==> src/rtl/operand_shifter.sv <==
// Multi-cycle ARM operand-2 barrel shifter: one bit per clock, valid/ready on both sides.
// Produces the shifted operand and shifter carry-out for the data-processing ALU.
module operand_shifter #(
    parameter int WordWidth = 32,
    parameter int AmtWidth  = 8,
    parameter int CntWidth  = 6
) (
    input  logic                 in_Clk,
    input  logic                 in_Rst_N,
    input  logic                 in_Valid,
    output logic                 out_Ready,
    input  logic [WordWidth-1:0] in_Value,
    input  logic [AmtWidth-1:0]  in_Amount,
    input  logic [1:0]           in_Type,
    input  logic                 in_AmtIsImm,
    input  logic                 in_CarryIn,
    input  logic                 in_Flush,
    output logic                 out_Valid,
    input  logic                 in_Ready,
    output logic [WordWidth-1:0] out_Op2,
    output logic                 out_Carry
);

    localparam logic [1:0] TypeLsl = 2'b00;
    localparam logic [1:0] TypeLsr = 2'b01;
    localparam logic [1:0] TypeAsr = 2'b10;
    localparam logic [1:0] TypeRor = 2'b11;

    typedef enum logic [1:0] {
        IDLE  = 2'b00,
        SHIFT = 2'b01,
        DONE  = 2'b10
    } state_t;

    state_t                state_q, state_d;
    logic [CntWidth-1:0]   cnt_q;
    logic [1:0]            type_q;
    logic                  rrx_q;
    logic                  cin_q;

    logic                  accept;
    logic [CntWidth-1:0]   iter_n;
    logic                  is_rrx;
    logic                  init_carry;
    logic [WordWidth:0]    step_res;

    // Iteration count: LSL/LSR saturate at 33 so >32 falls out as C=0, ASR at 32.
    function automatic logic [CntWidth-1:0] iter_count(input logic [AmtWidth-1:0] amt,
                                                       input logic [1:0] typ,
                                                       input logic is_imm);
        logic [4:0] a5;
        logic [CntWidth-1:0] n;
        a5 = amt[4:0];
        n  = '0;
        if (is_imm) begin
            case (typ)
                TypeLsl: n = CntWidth'(a5);
                TypeLsr, TypeAsr: n = (a5 == 5'd0) ? CntWidth'(32) : CntWidth'(a5);
                default: n = (a5 == 5'd0) ? CntWidth'(1) : CntWidth'(a5);
            endcase
        end else begin
            case (typ)
                TypeLsl, TypeLsr: n = (amt > AmtWidth'(33)) ? CntWidth'(33) : CntWidth'(amt);
                TypeAsr: n = (amt > AmtWidth'(32)) ? CntWidth'(32) : CntWidth'(amt);
                default: n = CntWidth'(a5);
            endcase
        end
        return n;
    endfunction

    // One shift step; returns {carry_out, shifted_word}.
    function automatic logic [WordWidth:0] shift_step(input logic [WordWidth-1:0] op,
                                                      input logic [1:0] typ,
                                                      input logic rrx,
                                                      input logic cin);
        logic [WordWidth:0] r;
        case (typ)
            TypeLsl: r = {op[WordWidth-1], op[WordWidth-2:0], 1'b0};
            TypeLsr: r = {op[0], 1'b0, op[WordWidth-1:1]};
            TypeAsr: r = {op[0], op[WordWidth-1], op[WordWidth-1:1]};
            default: r = {op[0], (rrx ? cin : op[0]), op[WordWidth-1:1]};
        endcase
        return r;
    endfunction

    assign accept   = (state_q == IDLE) && in_Valid && !in_Flush;
    assign iter_n   = iter_count(in_Amount, in_Type, in_AmtIsImm);
    assign is_rrx   = in_AmtIsImm && (in_Type == TypeRor) && (in_Amount[4:0] == 5'd0);
    // Register ROR by a non-zero multiple of 32 leaves the word but reports bit 31.
    assign init_carry = (!in_AmtIsImm && (in_Type == TypeRor) && (in_Amount != '0) &&
                         (in_Amount[4:0] == 5'd0)) ? in_Value[WordWidth-1] : in_CarryIn;
    assign step_res = shift_step(out_Op2, type_q, rrx_q, cin_q);

    assign out_Ready = (state_q == IDLE);
    assign out_Valid = (state_q == DONE);

    always_ff @(posedge in_Clk or negedge in_Rst_N) begin
        if (!in_Rst_N) state_q <= IDLE;
        else           state_q <= state_d;
    end

    always_comb begin
        state_d = state_q;
        case (state_q)
            IDLE: begin
                if (accept) state_d = (iter_n == '0) ? DONE : SHIFT;
            end
            SHIFT: begin
                if (in_Flush)                       state_d = IDLE;
                else if (cnt_q == CntWidth'(1))     state_d = DONE;
            end
            DONE: begin
                if (in_Flush || in_Ready) state_d = IDLE;
            end
            default: state_d = IDLE;
        endcase
    end

    always_ff @(posedge in_Clk or negedge in_Rst_N) begin
        if (!in_Rst_N) begin
            out_Op2   <= '0;
            out_Carry <= 1'b0;
            cnt_q     <= '0;
            type_q    <= 2'b00;
            rrx_q     <= 1'b0;
            cin_q     <= 1'b0;
        end else if (accept) begin
            out_Op2   <= in_Value;
            out_Carry <= init_carry;
            cnt_q     <= iter_n;
            type_q    <= in_Type;
            rrx_q     <= is_rrx;
            cin_q     <= in_CarryIn;
        end else if (state_q == SHIFT && !in_Flush) begin
            out_Carry <= step_res[WordWidth];
            out_Op2   <= step_res[WordWidth-1:0];
            cnt_q     <= cnt_q - CntWidth'(1);
        end
    end

endmodule

==> config.mk <==
export PLATFORM = sky130hd
export DESIGN_NAME = operand_shifter
export DESIGN_NICKNAME = d
export VERILOG_FILES = /design/src/rtl/operand_shifter.sv
export SDC_FILE = /design/constraint.sdc
export NUM_CORES = 1
export LEC_CHECK = 0
export ABC_AREA = 1
export BUFFER_PORTS_ARGS = -buffer_cell sky130_fd_sc_hd__buf_2
export CORE_UTILIZATION = 56
export CTS_CLUSTER_DIAMETER = 120
export DETAILED_ROUTE_END_ITERATION = 12
export GPL_TIMING_DRIVEN = 0
export MAX_ROUTING_LAYER = met4
export PLACE_DENSITY = 0.95
export SETUP_SLACK_MARGIN = 0.4
export SLEW_MARGIN = 30
export SYNTH_ARGS = -nofsm -noshare
export SYNTH_HDL_FRONTEND = slang
export SYNTH_SLANG_ARGS = --single-unit
==> constraint.sdc <==
create_clock -name in_Clk -period 2 [get_ports in_Clk]
set_input_delay 0.1 -clock in_Clk [delete_from_list [all_inputs] [get_ports in_Clk]]
set_output_delay 0.1 -clock in_Clk [all_outputs]
set_load 0.03 [all_outputs]
==> results.cfg <==
[status]
status = finished, final reports clean

[logic_synthesis]
synthSimpleGateAreaFrac = 0.230
yosys.area.top_type = dfrtp_1
syn-num-nets = 444
synth_compound_area_frac = 0.234
synth-adder-area-share = 0.0308
synthTopCellsByArea = dfrtp_1, nand2_1, o21ai_0, inv_1, nor2_1
synth_xor_area_frac = 0
yosysSeqAreaShare = 0.396
ys_ff_latch = 45
synth_area_per_cell_um2 = 7.32
synth_top_family_by_area = compound AO/OA/AOI/OAI gates
yosysWarnings = 0
muxShareOfSynthArea = 0
synthDistinctLibCells = 35
synth_area_mm2 = 0.00284
synth_top_area_frac = 0.396
synth_cells = 388

[critical_path]
critPathKind = register to register
end_kind = register
r2r-start = state_q[1]
timing.rr.end = out_Op2[30]
crit_required_ps = 2180
path_cells = nor2_4, nand3_4, nand2_4, inv_2, buf_2, nand2_1, nand3_1
crit_start = state_q[1]
rrSetupSlack_ps = 460
cp-start-kind = register
r2r_cells = 7
cpPeakStageDelay_ps = 460
slowest_stage = dfrtp_2
cp_max_fo = 10
crit_arrival_ps = 1710

[hold_path]
hold_path_end = out_Op2[4]
holdPathStages = 3
min_from = in_Value[4]
hold_class = primary input to register

[clock_tree]
cts_tree = built
clk_path_buf_depth = 2
cts_root_buf = clkbuf_8
clk_latency_ps = 320
cts_num_sinks = 45
numCtsBuffers = 5
clkSlewWorstSetupHoldPaths_ps = 90
htreeDepth = 2

[route]
drc = 0
first_pass_iters = 6
viasPerCell = 5.67
detail_route.wl_per_cell_um = 14.7
vias = 3128
postRouteAntennaNets = 0
routed_wl_um = 8140
drtIter0Drc = 352

[grt]
grt_pass1_wl_um = 13100
grt_max_degree = 46
grt.total_usage = 0.332
grt_pass1_vias = 2832
grt_antenna_before_repair = 0
overflow = 0

[die]
core_mm2 = 0.00482
placementRows = 25
num_io_pins = 84
die_w_um = 73.2
fp.dieH_um = 73.2
start_util = 0.590
die-area_mm2 = 0.00536

[sta]
fin_worst_skew_ps = 13.8
finalCritPeriodShare = 0.768
setup_viol = 0
post-route-min-period_ps = 1540
fin_setup_tns_ps = 0
max-slew-margin-rel = 0.622
fmax_ghz = 0.651
final_hold_viol_count = 0
rsz0062_at_grt = false
tightest_slew_ps = 567
drv_slew = 0

[final_layout]
num_antenna_cells = 0
drive_above_1_share = 0.264
fin_cells = 552
nNetsFinal = 540
syn2layout_area_growth_pct = 23.7

[place]
dp_cells = 538
gp_congestion = 0.909
portBuffers = 83
dp_hpwl_um = 5790

[pwr]
ir_worst_vdd_uv = 839
power-per-cell-area_mw_per_mm2 = 1580
p_leak_nw = 1.80

[flow_run]
cap_violations = 0
## logic make-up (layout without fill, tap and decap cells)
family                   count (synthesis)  in the layout
buffers and inverters                   67            164
adder cells (fa/ha/maj)                  7              7
AO/OA/AOI/OAI                          118            118
flip-flops                              45             45
AND/OR/NAND/NOR                        151            151
## registers in the layout, indices dropped and copies added, names as in the netlist
register / cells
out_Op2: 32
cnt_q: 6
state_q: 2
type_q: 2
cin_q: 1
out_Carry: 1
rrx_q: 1
## routing by layer
metal  vias to the layer above  part of all wire  GRT usage
met5                         -                 0          -
met4                         0             0.040      0.159
li1                       1487                 -          -
met1                      1401              0.40      0.418
met2                       199              0.47      0.510
met3                        41             0.094     0.0704
## where the power goes
part           switching (mW)  leakage (nW)  internal [mW]
clock                   0.346        0.0543          0.374
combinational            2.06          1.17           1.09
sequential              0.370         0.567           1.30
## cells in the mapped netlist
cell	count
a211oi_1	3
ha_1	7
o311ai_0	1
o21ai_1	24
nor3_1	1
dfrtp_1	45
inv_4	1
nor3_2	1
a22oi_1	1
nand3b_1	1
nor2_2	1
nor2_1	35
a31oi_1	1
nand2_4	1
a21oi_1	17
or2_0	1
a21oi_2	1
buf_2	9
clkbuf_1	3
nand2_1	89
nand3_1	15
nand4_1	1
nor2_4	2
o211ai_1	9
nand3_2	2
inv_1	43
buf_6	4
o221ai_1	2
buf_4	4
inv_2	3
o21ai_0	43
o31ai_1	1
o22ai_1	14
o211a_1	1
nand3_4	1
## critical path, delay by kind of cell (launching register included)
| family | cells | cell delay (ps) |
|---|---|---|
| flops | 1 | 460 |
| buf+inv | 2 | 260 |
| simple gates | 5 | 680 |
## stage by stage
step	util	cell area, um2	setup WS [ps]	hold WS [ps]	power, mW
after floorplan	-	2840	547	-196	3.82
after global placement	0.694	3340	337	323	4.55
after detailed placement	0.695	3350	251	131	4.65
after CTS	0.721	3470	465	19.6	5.39
after global routing	0.730	3520	399	35.1	5.91
final	0.730	3520	464	16.0	5.54
## final cells by class
class	count	area (um2)
multi-input combinational	276	1410
fill	391	1300
sequential	45	1130
timing repair buffer	89	465
inverter	47	179
buffer	20	131
tap	67	83.8
clock buffer	5	68.8
clock inverter	3	46.3
## how the worst max path moves through the flow
stage / cells after the start / to
floorplan: 6 / out_Op2[5]
global placement: 10 / state_q[1]
detailed placement: 10 / state_q[1]
CTS: 7 / out_Op2[30]
global route: 7 / out_Op2[30]
finish: 7 / out_Op2[30]
## layout by cell type (no fill, tap or decap), types with 2 or more instances in the layout
cell type,netlist,layout
nor2_4,2,2
o21ai_0,43,43
nand2_1,89,89
clkbuf_8,0,5
inv_1,43,43
clkbuf_1,3,3
o211ai_1,9,9
inv_2,3,3
ha_1,7,7
buf_6,4,4
nand3_2,2,2
buf_4,4,10
dfrtp_1,45,44
buf_2,9,91
a211oi_1,3,3
o221ai_1,2,2
nor2_1,35,34
o21ai_1,24,24
nand3_1,15,15
nor2_2,1,2
o22ai_1,14,14
a21oi_1,17,17
## what timing repair did
item / in CTS / in global routing
endpoints found under the hold margin: 45 / 0
resized for setup: 0 / 2
setup endpoints to repair: 0 / 10
setup buffers: 0 / 5
hold buffers: 1 / 0
No activity file was read; power rests on OpenSTA's default activity.
